File: config.mk
export PLATFORM = sky130hd
export DESIGN_NAME = display_arbiter_flat
export DESIGN_NICKNAME = d
export VERILOG_FILES = /design/src/rtl/display_arbiter_if.sv /design/src/rtl/display_arbiter.sv /design/src/flat_wrapper.sv
export SDC_FILE = /design/constraint.sdc
export NUM_CORES = 1
export LEC_CHECK = 0
export CORE_MARGIN = 1.5
export CORE_UTILIZATION = 45
export DETAILED_ROUTE_END_ITERATION = 16
export HOLD_SLACK_MARGIN = 0.02
export PLACE_DENSITY = 0.71
export SETUP_SLACK_MARGIN = 0.2
export SYNTH_ARGS = -nofsm -noshare
export SYNTH_HDL_FRONTEND = slang
export SYNTH_SLANG_ARGS = --single-unit
File: constraint.sdc
create_clock -name clk -period 8.35 [get_ports clk]
set_input_delay 1.67 -clock clk [delete_from_list [all_inputs] [get_ports clk]]
set_output_delay 1.67 -clock clk [all_outputs]
set_load 0.05 [all_outputs]
File: src/rtl/display_arbiter_if.sv
// ---------------------------------------------------------------------------
// display_arbiter_if
// Bundles the request/data side and the display side of the display
// arbiter into one connection.
//
// Signals:
//   req    [2:0]  request per source, req[2] highest priority
//   data0  [15:0] digit word of source 0
//   data1  [15:0] digit word of source 1
//   data2  [15:0] digit word of source 2
//   blink  [2:0]  per-source blink enable
//   nums   [15:0] registered digit word to the display
//   grant  [2:0]  one-hot current grant, 0 = idle
//   blank         1 = display must be blanked
//   switch        one-cycle pulse after any grant change
//
// Modports:
//   master  game-logic side: drives requests, data and blink enables
//   slave   arbiter side: drives nums, grant, blank and switch
// ---------------------------------------------------------------------------
interface display_arbiter_if;
    logic [2:0]  req;
    logic [15:0] data0;
    logic [15:0] data1;
    logic [15:0] data2;
    logic [2:0]  blink;
    logic [15:0] nums;
    logic [2:0]  grant;
    logic        blank;
    logic        switch;

    modport master (
        output req, data0, data1, data2, blink,
        input  nums, grant, blank, switch
    );

    modport slave (
        input  req, data0, data1, data2, blink,
        output nums, grant, blank, switch
    );
endinterface

File: src/rtl/display_arbiter.sv
// ---------------------------------------------------------------------------
// display_arbiter
// Shares the single 4-digit seven-segment display path between three
// requesters (score, high-score flash, status message). Each grant is held
// on screen for at least HOLD_CYCLES cycles, then arbitration resumes with
// fixed priority (source 2 highest). An optional per-source blink blanks the
// display every other BLINK_CYCLES-long half-period.
//
// Parameters:
//   HOLD_CYCLES   minimum cycles a grant is held (>=1)
//   BLINK_CYCLES  cycles per blink half-period (>=1)
//
// Ports:
//   clk   system clock
//   clr   asynchronous active-high reset
//   bus   display_arbiter_if.slave (req/data/blink in, nums/grant/blank/
//         switch out, all outputs registered)
// ---------------------------------------------------------------------------
module display_arbiter #(
    parameter int HOLD_CYCLES  = 100_000_000,
    parameter int BLINK_CYCLES = 25_000_000
) (
    input  logic              clk,
    input  logic              clr,
    display_arbiter_if.slave  bus
);

    localparam int TW = $clog2(HOLD_CYCLES + 1);
    localparam int BW = $clog2(BLINK_CYCLES + 1);
    localparam logic [TW-1:0] HOLD_LOAD  = TW'(HOLD_CYCLES - 1);
    localparam logic [BW-1:0] BLINK_LAST = BW'(BLINK_CYCLES - 1);

    typedef enum logic [1:0] {
        IDLE,
        HOLD,
        OPEN
    } state_t;

    state_t        state, next_state;
    logic [2:0]    grant_q, next_grant, arb;
    logic [TW-1:0] timer, next_timer;
    logic [BW-1:0] blink_cnt, next_cnt;
    logic          phase, next_phase;
    logic [15:0]   nums_q, next_nums;
    logic          blank_q, next_blank;
    logic          switch_q;
    logic          decide;
    logic          grant_change;

    // Fixed-priority pick: highest-indexed asserted request wins.
    always_comb begin
        arb = 3'b000;
        if (bus.req[2])
            arb = 3'b100;
        else if (bus.req[1])
            arb = 3'b010;
        else if (bus.req[0])
            arb = 3'b001;
    end

    // Grant/state decision. Arbitration only runs once the hold timer has
    // run out (HOLD with timer==0) or every edge while OPEN; until then the
    // grant is frozen even if its request has been dropped.
    always_comb begin
        next_state = state;
        next_grant = grant_q;
        next_timer = timer;
        decide     = (state == OPEN) || (state == HOLD && timer == '0);
        if (state == IDLE) begin
            if (arb != 3'b000) begin
                next_state = HOLD;
                next_grant = arb;
                next_timer = HOLD_LOAD;
            end
        end else if (!decide) begin
            next_timer = timer - TW'(1);
        end else if (arb == grant_q) begin
            next_state = OPEN;
        end else if (arb != 3'b000) begin
            next_state = HOLD;
            next_grant = arb;
            next_timer = HOLD_LOAD;
        end else begin
            next_state = IDLE;
            next_grant = 3'b000;
        end
    end

    // Blink counter and phase restart on every grant change so that freshly
    // granted content always starts in the visible half-period.
    always_comb begin
        grant_change = (next_grant != grant_q);
        next_cnt     = blink_cnt;
        next_phase   = phase;
        if (grant_change) begin
            next_cnt   = '0;
            next_phase = 1'b0;
        end else if (grant_q != 3'b000) begin
            if (blink_cnt == BLINK_LAST) begin
                next_cnt   = '0;
                next_phase = ~phase;
            end else begin
                next_cnt = blink_cnt + BW'(1);
            end
        end
    end

    // Display word and blank are computed from the next-state grant so they
    // line up with the grant register; source data is passed live.
    always_comb begin
        case (next_grant)
            3'b001:  next_nums = bus.data0;
            3'b010:  next_nums = bus.data1;
            3'b100:  next_nums = bus.data2;
            default: next_nums = 16'h0000;
        endcase
        next_blank = (next_grant == 3'b000) ||
                     ((|(bus.blink & next_grant)) && next_phase);
    end

    always_ff @(posedge clk or posedge clr) begin
        if (clr) begin
            state     <= IDLE;
            grant_q   <= 3'b000;
            timer     <= '0;
            blink_cnt <= '0;
            phase     <= 1'b0;
            nums_q    <= 16'h0000;
            blank_q   <= 1'b1;
            switch_q  <= 1'b0;
        end else begin
            state     <= next_state;
            grant_q   <= next_grant;
            timer     <= next_timer;
            blink_cnt <= next_cnt;
            phase     <= next_phase;
            nums_q    <= next_nums;
            blank_q   <= next_blank;
            switch_q  <= grant_change;
        end
    end

    assign bus.nums   = nums_q;
    assign bus.grant  = grant_q;
    assign bus.blank  = blank_q;
    assign bus.switch = switch_q;

endmodule

File: src/flat_wrapper.sv
// flat-port wrapper written by rule: the top's interface ports become plain ports
module display_arbiter_flat 
#(
    parameter int HOLD_CYCLES  = 100_000_000,
    parameter int BLINK_CYCLES = 25_000_000
)
  (clk, clr, bus_req, bus_data0, bus_data1, bus_data2, bus_blink, bus_nums, bus_grant, bus_blank, bus_switch);
  display_arbiter_if bus_i ();
  input  logic clk;
  input  logic clr;
  input wire logic [$bits(bus_i.req)-1:0] bus_req;
  input wire logic [$bits(bus_i.data0)-1:0] bus_data0;
  input wire logic [$bits(bus_i.data1)-1:0] bus_data1;
  input wire logic [$bits(bus_i.data2)-1:0] bus_data2;
  input wire logic [$bits(bus_i.blink)-1:0] bus_blink;
  output wire logic [$bits(bus_i.nums)-1:0] bus_nums;
  output wire logic [$bits(bus_i.grant)-1:0] bus_grant;
  output wire logic [$bits(bus_i.blank)-1:0] bus_blank;
  output wire logic [$bits(bus_i.switch)-1:0] bus_switch;
  assign bus_i.req = bus_req;
  assign bus_i.data0 = bus_data0;
  assign bus_i.data1 = bus_data1;
  assign bus_i.data2 = bus_data2;
  assign bus_i.blink = bus_blink;
  assign bus_nums = bus_i.nums;
  assign bus_grant = bus_i.grant;
  assign bus_blank = bus_i.blank;
  assign bus_switch = bus_i.switch;
  display_arbiter #(.HOLD_CYCLES(HOLD_CYCLES), .BLINK_CYCLES(BLINK_CYCLES)) u_core (.clk(clk), .clr(clr), .bus(bus_i));
endmodule
# Yosys cells after proc, flatten, opt, wreduce, memory -nomap -nowiden
# Index checks and enable logic that the tools add are counted.
word_totals:
  ff_bits: 76
  latchBits: 0
  ramBits: 0
  rom_bits: 0
  memories: 0
classes:
  addsub: 2
  n_mul: 0
  div_mod_pow: 0
  magnitude_cmp: 0
  eq_ne: 10
  shift: 0
  mux: 24
  bitwise: 2
  n_reduce_logical: 13
ops:
  columns: ["op", "n"]
  rows:
  - ["two-way mux 27 bit", 4]
  - ["two-way mux 25 bit", 3]
  - ["one-hot mux 16 bit (3 select lines)", 1]
  - ["zero test 27 bit", 1]
  - ["subtractor 27 x 1 -> 27 bit (second input constant)", 1]
  - ["adder 25 x 1 -> 25 bit (second input constant)", 1]
  - ["equality test 25 bit (second input constant)", 1]
  - ["two-way mux 3 bit", 7]
  - ["two-way mux 2 bit", 4]
  - ["nonzero test 3 bit", 2]
  - ["two-way mux 1 bit", 5]
  - ["nonzero test 2 bit", 2]
  - ["bitwise AND 3 bit", 1]
  - ["equality test 3 x 1 -> 1 bit (second input constant)", 1]
  - ["equality test 3 x 2 -> 1 bit (second input constant)", 1]
  - ["equality test 3 bit", 1]
  - ["equality test 3 bit (second input constant)", 1]
  - ["zero test 3 bit", 1]
  - ["!= test 3 bit", 1]
  - ["!= test 3 bit (second input constant)", 1]
  - ["OR reduction 3 bit", 1]
  - ["equality test 2 x 1 -> 1 bit (second input constant)", 1]
  - ["equality test 2 bit (second input constant)", 1]
  - ["logical AND 1 bit", 2]
  - ["5 further kinds", 6]

# Longest topological paths before layout
logic_depth:
  depth_word: 12
  mapped_depth: 10
  mapped_depth_nobuf: 8

# Least setup slack after synthesis
# OpenSTA, ideal clock, no wires.
synth_timing:
  kind: "input to register"
  startpoint: "in bus_req[1]"
  endpoint: "reg u_core.nums_q[0], in the netlist u_core.bus.nums[0]"
  setup_ps: 86
  arrival_ps: 3671
  t_required_ps: 8264
  path_slack_ps: 4593
  path_stages: 10
  path_buffers: 4
  cell_sequence: "clkbuf_1 nor3_1 a31oi_1 or2_2 and3_1 clkbuf_1 or3_1 buf_2 buf_6 o221ai_2"
synth_via:
  elab_chain_cells: 9
  word_cells_on_any_way: 13
synth_lines:
  columns: ["item", "line_no", "rtl"]
  rows:
  - ["start: declaration", "flat_wrapper.sv:11", "input wire logic [$bits(bus_i.req)-1:0] bus_req;"]
  - ["two-way mux 3 bit (*)", "display_arbiter.sv:55", "else if (bus.req[1])"]
  - ["two-way mux 3 bit (*)", "display_arbiter.sv:53", "if (bus.req[2])"]
  - ["nonzero test 3 bit", "display_arbiter.sv:70, display_arbiter.sv:79", null]
  - ["two-way mux 3 bit", "display_arbiter.sv:79", "end else if (arb != 3'b000) begin"]
  - ["two-way mux 3 bit", "display_arbiter.sv:77", "end else if (arb == grant_q) begin"]
  - ["two-way mux 3 bit", "display_arbiter.sv:75", "end else if (!decide) begin"]
  - ["two-way mux 3 bit (*)", "display_arbiter.sv:69", "if (state == IDLE) begin"]
  - ["equality test 3 bit, or another cell as far along", "display_arbiter.sv:111", "case (next_grant)"]
  - ["one-hot mux 16 bit (3 select lines) (*)", "display_arbiter.sv:111", null]
  - ["via u_core.next_nums[0]", "display_arbiter.sv:44", "logic [15:0] nums_q, next_nums;"]
  - ["end signal: assignment", "display_arbiter.sv:137", "nums_q <= next_nums;"]
  - ["end: declaration", "display_arbiter.sv:44", null]
# Mark *: on every way through the listed nets, which the timed path passes. The rest lies on a longest branch.
# A chain may end at the register's enable or synchronous reset.

# Worst setup path after layout
layout_timing:
  startpoint: "in bus_req[2]"
  endpoint: "reg u_core.nums_q[12], in the netlist u_core.bus.nums[12]"
layout_via:
  elab_chain_cells: 8
  word_cells_on_any_way: 12
layout_lines:
  columns: ["item", "line_no"]
  rows:
  - ["two-way mux 3 bit (*)", "display_arbiter.sv:53"]
  - ["nonzero test 3 bit", "display_arbiter.sv:70, display_arbiter.sv:79"]
  - ["two-way mux 3 bit", "display_arbiter.sv:79"]
  - ["two-way mux 3 bit", "display_arbiter.sv:77"]
  - ["two-way mux 3 bit", "display_arbiter.sv:75"]
  - ["two-way mux 3 bit (*)", "display_arbiter.sv:69"]
  - ["equality test 3 bit, or another cell as far along", "display_arbiter.sv:111"]
  - ["one-hot mux 16 bit (3 select lines) (*)", "display_arbiter.sv:111"]
  - ["via u_core.next_nums[12]", "display_arbiter.sv:44"]
# Marked as above.

==> run summary <==
DR DRC count = 0
Reg clk slew, reported paths = 90 ps
Setup tns final = 0 ps
P_leak = 2.103 nW
Fin. Hold Viols = 0
First-pass GRT wire length = 16.25 mm
Filler cells = 780
Maximum clock frequency = 209.6 MHz
Worst Hold Class = reg -> reg
Post-synthesis compound-gate area fraction = 14.78%
Slew margin rel. = 24.32%
Simple-gate share of the synthesized area = 25.15%
Die height = 98.33 um
WS Path Type = in -> reg
Die X = 98.33 um
Syn-to-layout area delta = 24.85%
Via/cell ratio = 5.664
Vias in the first global route = 3,439
Post-CTS Resized = 0
Final setup vio count = 0
First-pass iteration count of the detailed router = 4
Vias = 3,506
Worst Skew = 15.80 ps
Clock sink count = 76
Largest family of logic cells by synthesized area = simple AND/OR/NAND/NOR gates
Crit end category = flop
Adder-Cell Fraction of Synth Area = 0.9180%
Pin count of the biggest net entering global routing = 77
Gate Count Post-Synth = 441
Row Count = 34
Commonest cells after routing, fill and taps aside = 76 x clkdlybuf4s50_1, 75 x dfrtp_1, 58 x nor2_1
Remaining Overflow, GRT = 0
Synthesized Nets = 500
DP HPWL = 6.606 mm
# H-tree levels = 3
Tot Pwr = 0.8707 mW
Antenna viol nets, final = 0
Overall Global Routing Usage = 20.52%
Worst skew pair latency = 340 ps
XOR/XNOR Fraction of Synth Area = 7.283%
Synth Warn # = 0
Commonest non-fill, non-tap cell in the layout = clkdlybuf4s50_1
Synth Cell Area = 0.004089 sq mm
Core footprint = 0.008763 sq mm
Post-synth EDFFs = 0
Max-cap viol count = 0
Pwr dens = 170.6 mW/mm^2
CTS hold repair buffers = 0
Mux contribution to synthesized area = 0.4896%
Post-synth top area cell = dfrtp_1
Most area-consuming cells after synthesis = dfrtp_1 46%, nor2_1 5.3%, xor2_1 3.9%
Fraction of layout cells with a size suffix above 1 = 7.436%
Syn_area_per_cell = 9.272 sq um
Final net count = 566
RSZ-0062 raised after global routing = no
Post-CTS setup buffers = 0
Asr flop ratio synth = 100.0%
Placer Congestion = 0.8463
Top-area cell type share of the netlist area = 45.90%
CTS tree = yes
Starting Density = 46.66%
Number of inserted diodes = 0
Fin. max-slew vios = 0
Minimum clock period = 4772 ps
Worst Path Max Fanout = 34
Initial antenna violation count = 0
Worst vdd ir = 91.12 uV
Flops & latches, synth = 76
# placed instances = 604
Clk buf depth = 2
Final worst-path cycle share = 57.15%
Critical Path AT = 5000 ps
Synth Flop Type = dfrtp_1
Worst Tran Pin Value = 1135 ps
Initial DRC Count = 153
Port bufs = 76
Total CTS buffers = 9
CP required = 8580 ps
Status = completed
Routed WL = 9.404 mm
Startpoint Class = input pin
Fin util = 58.25%
Die ar. = 0.009668 sq mm
Distinct cells, synth = 55
Root buf cell = clkbuf_8
Drt wl/cell = 15.19 um
Hold slack = 505.3 ps
IO Pins = 77
Final std cells w/o fill = 619
Sequential fraction of the synthesis area = 46.54%
## sequential cells by signal, indices dropped and copies added (netlist names)
register           cells
u_core.phase           1
u_core.timer          27
u_core.bus.grant       3
u_core.blink_cnt      25
u_core.bus.blank       1
u_core.bus.nums       16
u_core.state           2
u_core.bus.switch      1
## report_power, final
part | switching, mW | total, mW | internal (mW)
Clock | 0.141 | 0.287 | 0.146
Sequential | 0.0375 | 0.440 | 0.402
Combinational | 0.0737 | 0.144 | 0.0700
## cell families (layout without fill, tap and decap cells)
family	Yosys count	after routing
mux	2	2
fa+ha+maj	3	3
compound gates	75	75
flops	76	76
buf+inv	50	120
simple gates	201	201
xor+xnor	34	34
## path summary, 6_finish.rpt
kind,start,end,slack [ps],depth (start not counted)
setup reg to reg,u_core.timer[10],u_core.bus.nums[12],4630,7
setup / recovery,bus_req[2],u_core.bus.nums[12],3580,7
max in group asynchronous,clr,u_core.timer[10],5780,3
min in group asynchronous,clr,u_core.blink_cnt[19],1900,3
hold / removal,u_core.timer[26],u_core.timer[26],510,1
hold reg to reg,u_core.timer[26],u_core.timer[26],510,1
## Yosys cell counts (all sizes together), types with 6 or more instances
master	count
xor2	18
a21oi	13
nor2	58
o221ai	16
o21ai	15
nand4	23
clkbuf	20
nand3	14
nor4	11
inv	26
nand2	40
xnor2	16
dfrtp	75
nor3	20
a31oi	6
and3	6
## worst max-delay path, stage by stage
cell and delay (ps):
clkdlybuf4s50_1 620, nor3_1 550, a31oi_1 150, or2_2 290
and3_1 540, or3_1 840, o221ai_1 320
## final cells by class
| cell class | instances | area [sq um] | share of cell area, % |
|---|---|---|---|
| tap | 108 | 135.1 | 2.647 |
| clock buffer | 10 | 137.6 | 2.696 |
| clock inverter | 5 | 60.06 | 1.176 |
| inverter | 26 | 97.59 | 1.912 |
| multi-input combinational | 315 | 1988 | 38.95 |
| sequential | 76 | 1903 | 37.28 |
| timing repair buffer | 79 | 783.3 | 15.34 |
## per-stage QoR
step                      setup WS, ps  instance area [sq um]
final                             3578                   5105
after global routing              3413                   5105
after CTS                         3631                   5105
after detailed placement          3283                   4907
after global placement            3402                   4907
after floorplan                   4593                   4089
## layer usage
layer / up-vias / track usage, % / part of all wire [%]
met2: 94 / 33.77 / 49
met3: 5 / 4.295 / 5.5
li1: 1713 / - / -
met5: - / 0 / 0
met1: 1694 / 27.36 / 45
met4: 0 / 6.176 / 0.82
(Power assumes the default switching activity.)
